$ cat src/rtl/triggered_stream_gate.sv
// triggered_stream_gate: AXI4-Stream capture gate opened by the rising edge
// of a level trigger. After a software arm pulse it passes exactly the
// programmed number of beats downstream, flags the final one with TLAST and
// then closes. Outside the capture window the input is drained so the
// upstream sample path never stalls.
module triggered_stream_gate #(
    parameter int unsigned AXIS_TDATA_WIDTH = 32,
    parameter int unsigned CNTR_WIDTH       = 32
) (
    input  logic                        aclk,
    input  logic                        areset,
    input  logic                        arm,
    input  logic [CNTR_WIDTH-1:0]       cfg_samples,
    input  logic                        trigger,
    input  logic [AXIS_TDATA_WIDTH-1:0] s_axis_tdata,
    input  logic                        s_axis_tvalid,
    output logic                        s_axis_tready,
    output logic [AXIS_TDATA_WIDTH-1:0] m_axis_tdata,
    output logic                        m_axis_tvalid,
    input  logic                        m_axis_tready,
    output logic                        m_axis_tlast,
    output logic                        armed,
    output logic                        busy,
    output logic                        done,
    output logic [CNTR_WIDTH-1:0]       sample_count
);

    typedef enum logic [1:0] {
        ST_IDLE  = 2'd0,
        ST_ARMED = 2'd1,
        ST_RUN   = 2'd2,
        ST_DONE  = 2'd3
    } state_t;

    state_t                  state;
    logic [CNTR_WIDTH-1:0]   counter;
    logic [CNTR_WIDTH-1:0]   len_reg;
    logic                    trig_q;

    logic                    start_edge;
    logic                    beat;
    logic                    at_last;

    // A trigger that is already high when arm arrives produces no edge here,
    // so it cannot start a capture until it falls and rises again.
    assign start_edge = trigger & ~trig_q;
    assign beat       = (state == ST_RUN) & s_axis_tvalid & m_axis_tready;
    assign at_last    = (counter == (len_reg - CNTR_WIDTH'(1)));

    // Trigger history, capture length, beat counter and control state.
    always_ff @(posedge aclk) begin
        if (areset) begin
            state   <= ST_IDLE;
            counter <= '0;
            len_reg <= '0;
            trig_q  <= 1'b0;
        end else begin
            trig_q <= trigger;
            case (state)
                ST_IDLE: begin
                    // Trigger edges are ignored here, even alongside arm.
                    if (arm) begin
                        state   <= ST_ARMED;
                        len_reg <= cfg_samples;
                        counter <= '0;
                    end
                end
                ST_ARMED: begin
                    if (start_edge) begin
                        counter <= '0;
                        if (len_reg == '0) begin
                            state <= ST_DONE;
                        end else begin
                            state <= ST_RUN;
                        end
                    end else if (arm) begin
                        len_reg <= cfg_samples;
                    end
                end
                ST_RUN: begin
                    if (beat) begin
                        counter <= counter + CNTR_WIDTH'(1);
                        if (at_last) begin
                            state <= ST_DONE;
                        end
                    end
                end
                ST_DONE: begin
                    if (arm) begin
                        state   <= ST_ARMED;
                        len_reg <= cfg_samples;
                        counter <= '0;
                    end
                end
                default: begin
                    state <= ST_IDLE;
                end
            endcase
        end
    end

    // Stream routing: zero-latency passthrough in RUN, drain everywhere else.
    always_comb begin
        s_axis_tready = 1'b1;
        m_axis_tvalid = 1'b0;
        m_axis_tlast  = 1'b0;
        if (state == ST_RUN) begin
            s_axis_tready = m_axis_tready;
            m_axis_tvalid = s_axis_tvalid;
            m_axis_tlast  = s_axis_tvalid & at_last;
        end
    end

    assign m_axis_tdata = s_axis_tdata;

    // Status flags decode straight from the state register.
    assign armed        = (state == ST_ARMED);
    assign busy         = (state == ST_RUN);
    assign done         = (state == ST_DONE);
    assign sample_count = counter;

endmodule

$ cat config.mk
export PLATFORM = sky130hd
export DESIGN_NAME = triggered_stream_gate
export DESIGN_NICKNAME = d
export VERILOG_FILES = /design/src/rtl/triggered_stream_gate.sv
export SDC_FILE = /design/constraint.sdc
export NUM_CORES = 1
export LEC_CHECK = 0
export CAP_MARGIN = 20
export CORE_AREA = 5 5 107 109
export DETAILED_ROUTE_END_ITERATION = 6
export DIE_AREA = 0 0 112 114
export GPL_ROUTABILITY_DRIVEN = 0
export MAX_ROUTING_LAYER = met4
export PLACE_DENSITY = 0.72
export SKIP_LAST_GASP = 1
export SYNTH_ARGS = -nofsm -noshare
export SYNTH_HDL_FRONTEND = slang
export SYNTH_SLANG_ARGS = --single-unit
export TNS_END_PERCENT = 30
$ cat constraint.sdc
create_clock -name aclk -period 4 [get_ports aclk]
set_clock_uncertainty 0.15 [all_clocks]
set_input_delay 0.8 -clock aclk [delete_from_list [all_inputs] [get_ports aclk]]
set_output_delay 0.8 -clock aclk [all_outputs]
set_load 0.02 [all_outputs]
### Word level (Yosys, flattened, before mapping)

Index checks and enable logic that the tools add are counted.

* register bits: 67
* bits in latches: 0
* RAM bits: 0
* memory bits (read-only): 0
* bits of input ports: 70
* output and inout port bits: 70
* word-level logic and storage cells: 43
* memories kept: 0

* $add $sub $neg: 2
* multiply operators: 0
* divide/modulo/power cells: 0
* magnitude comparators: 0
* equal/unequal tests: 9
* shifts and indexed selects: 0
* mux-type cells: 16
* bitwise operators: 5
* reduce and logical (&&, ||, !) cells: 7

Operator list (count)
* $mux 32: 5
* $pmux 32 s3: 1
* $pmux 32 s2: 1
* $add 32x1->32 const B: 1
* $eq 32x32->1: 1
* $logic_not 32->1: 1
* $sub 32x1->32 const B: 1
* $mux 2: 4
* $ne 2x1->1 const B: 4
* $pmux 2 s3: 1
* $and 1x1->1: 4
* $eq 2x2->1 const B: 2
* $mux 1: 4
* $reduce_and 4->1: 1
* $reduce_and 3->1: 1
* $eq 2x1->1 const B: 1
* $logic_not 2->1: 1
* $ne 2x2->1 const B: 1
* $reduce_and 2->1: 1
* $reduce_bool 2->1: 1
* $reduce_or 2->1: 1
* $not 1->1: 1

### Longest topological paths before layout

* word-level depth: 5
* depth in mapped cells: 11
* gate-level depth less buffers: 11

### Worst setup path after synthesis

Ideal clock, no wire load.

* path kind: flip-flop to output port
* from: register len_reg[4]
* to: output port m_axis_tlast
* arrival time: 3381 ps
* data required time: 3050 ps
* path slack: -331 ps
* cell stages (with the launch flop): 11
* buffers on the path: 2
* cells stage by stage: dfxtp_1 > clkbuf_1 > or4_1 > buf_2 > or4_1 > nor4_2 > and4b_1 > a211oi_1 > o21a_1 > or3b_2 > nor3_1

* word-level cells in the longest chain between the ends: 4

Ends and longest elaborated chain
* from (decl): line 37 `logic [CNTR_WIDTH-1:0] len_reg;`
* from (signal assigned): line 64 `len_reg <= cfg_samples;`
* from (signal assigned): line 77 `len_reg <= cfg_samples;`
* from (signal assigned): line 91 `len_reg <= cfg_samples;`
* $sub 32x1->32: line 48 `assign at_last = (counter == (len_reg - CNTR_WIDTH'(1)));`
* $eq 32x32->1: line 48
* $and 1x1->1: line 110 `m_axis_tlast = s_axis_tvalid & at_last;`
* $mux 1: line 107 `if (state == ST_RUN) begin`
* to (decl): line 21 `output logic m_axis_tlast,`

Every way passes these cells.

### Final worst setup path

* from: register len_reg[0]
* to: output port m_axis_tlast

Same word-level chain as after synthesis.

==> run metrics <==
Post-synth EDFFs 0; Post-Syn Area 4200 um2; most frequent cells after synthesis 86 x nand2_1, 67 x dfxtp_1, 49 x a21oi_1; number of synthesized register bits 67; TritonCTS clock tree yes; vias 4,195; fmax 233 MHz; Tmin final 4.28 ns; Rows 38; peak supply drop 0.000454 V; Finished Layout Cells 771; outcome finished, violations left; Antenna Cells 0; Post-CTS Hold Buffers 0; Worst-path clk slew 0.07 ns; Mapped Nets 619; total gr overflow 0; Die Y 114 um; Clk pwr share 15.9%; Global Route Usage Sum 19.2%; WHS 0.339 ns; Max-Cap Viols 0; Starting Density 40.0%; Longest Clk Path Bufs 2; critical path class reg -> out; Most used DFF post-synth dfxtp_1; # nets final 706; Port-buffer cells 75; wire per inst 15.4 um; share of the synthesized area in the top cell type 31.9%; post-route setup TNS -0.284 ns; DRT Pass-1 Iters 5; Final period util 107%; combinational power share 56.4%; Iteration-0 DRC Markers 313; Cells after DPL 758; RSZ-0062 raised after global routing yes; warnings from Yosys 0; sequential area share after synthesis 31.9%; total core area 10,500 um2; Tot Pwr 0.00303 W; post-route ant nets 0; Slew headroom 54.8%; worst hold path class reg -> reg; asr flop ratio synth 0%; Area growth syn-to-layout 28.7%; Detailed Place HPWL 9180 um; Post-CTS Setup Repair Bufs 0; power per cell area 560 nW/um2; Worst-Margin Slew 0.673 ns; crit path max fanout 3; violated checks negative setup slack; largest net degree at the start of global routing 38; global-route wire length before repair 19,600 um; vias in the first global route 4,020; htree depth 3; main area contributors after synthesis dfxtp_1 32%, nand2_1 7.7%, xor2_1 7.3%; final worst slack -0.284 ns; area leader, netlist dfxtp_1; Die W 112 um; mean post-synth cell area 7.75 um2; Sequential Power Share 27.7%; switch share 41.1%; TritonCTS Buffers 9; layout cell share with drive strength beyond 1 14.1%; startpoint types flip-flop; cells after synthesis 542; Distinct cells, synth 57; Setup crit end kind output port; Final setup viols 1; P_sw 0.00125 W; Clock Latency Late Sink 0.35 ns; Via density 5.44; Worst EP required 3.05 ns; count leader, synth nand2_1; Critical Path AT 3.33 ns; I/O Pins 140; antenna violations before repair 0; full die area 12,800 um2; # DRC 0; Leak Pwr 2.06 nW; root buf cell clkbuf_8; DRT Wirelength 11,900 um; TritonCTS Sinks 67; fin util 51.5%; cell-internal power 0.00178 W; Final Hold Vio Count 0; Final Max Slew Viols 0
power groups by stage:
stage / sequential, W / combinational (W) / clock [W]
final: 0.000838 / 0.00171 / 0.000482
after floorplan: 0.000848 / 0.00109 / 0
after detailed placement: 0.000850 / 0.00169 / 0
after global routing: 0.000851 / 0.00186 / 0.000518
after CTS: 0.000836 / 0.00170 / 0.000488
after global placement: 0.000842 / 0.00165 / 0
through the flow:
| step | setup WS [ns] | area [um2] |
|---|---|---|
| floorplan | 0.0736 | 4240 |
| global placement | -0.322 | 5250 |
| detailed placement | -0.363 | 5250 |
| CTS | -0.286 | 5410 |
| global route | -0.355 | 5410 |
| finish | -0.284 | 5410 |
logic make-up after synthesis:
family          after synthesis  synth area share (%)
compound gates               90                  13.3
xor+xnor                     61                  12.7
fa+ha+maj                     7                  2.08
buf+inv                      70                  9.41
flops                        67                  31.9
mux                           2                 0.476
simple gates                245                  30.0
worst max-delay path: stages, from the launching register on:
cell and delay [ns]:
dfxtp_1 0.32, or4_4 0.56, or4_4 0.57, nor4_4 0.28
and4b_1 0.24, a211oi_1 0.05, o21a_1 0.20, or3b_4 0.39
nor3_4 0.21, buf_4 0.17
cell type report:
class                   count  area (um2)
inverters                  12        45.0
fillers                  1001        5100
clock inverters             3        17.5
well taps                 140         175
repair buffers            134        1190
multi-input cells         405        2500
flip-flops and latches     67        1340
clock buffers              10         138
metal layers:
metal / wire length, um / vias to the layer above / global-route usage, %
li1: - / 2034 / -
met1: 5440 / 1977 / 24.9
met2: 5590 / 159 / 30.1
met3: 666 / 25 / 3.82
met4: 214 / 0 / 6.57
met5: 0 / - / -
worst paths after layout:
check              start      endpoint  slack, ns  cells after the start
min reg2reg  len_reg[23]   len_reg[23]       0.34                      2
max reg2reg   len_reg[0]      state[0]       0.14                     11
min          len_reg[23]   len_reg[23]       0.34                      2
max           len_reg[0]  m_axis_tlast      -0.28                      9
what timing repair did:
action                                 CTS  global route
gates resized for setup                  5             0
pin swaps                                0             0
endpoints found under the hold margin    0             0
setup endpoints to repair                1             2
cells in the final DEF (no fill, tap or decap), drive strengths merged, types with 12 or more instances in the layout:
cell type	Yosys	routed
nor2	46	46
buf	36	60
o21ai	13	13
inv	12	12
clkdlybuf4s50	0	74
nand2	86	86
nand4	16	16
xor2	35	35
xnor2	26	26
nor4	13	13
a21oi	49	49
dfxtp	67	67
nand3	21	21
(Power assumes the default switching activity.)
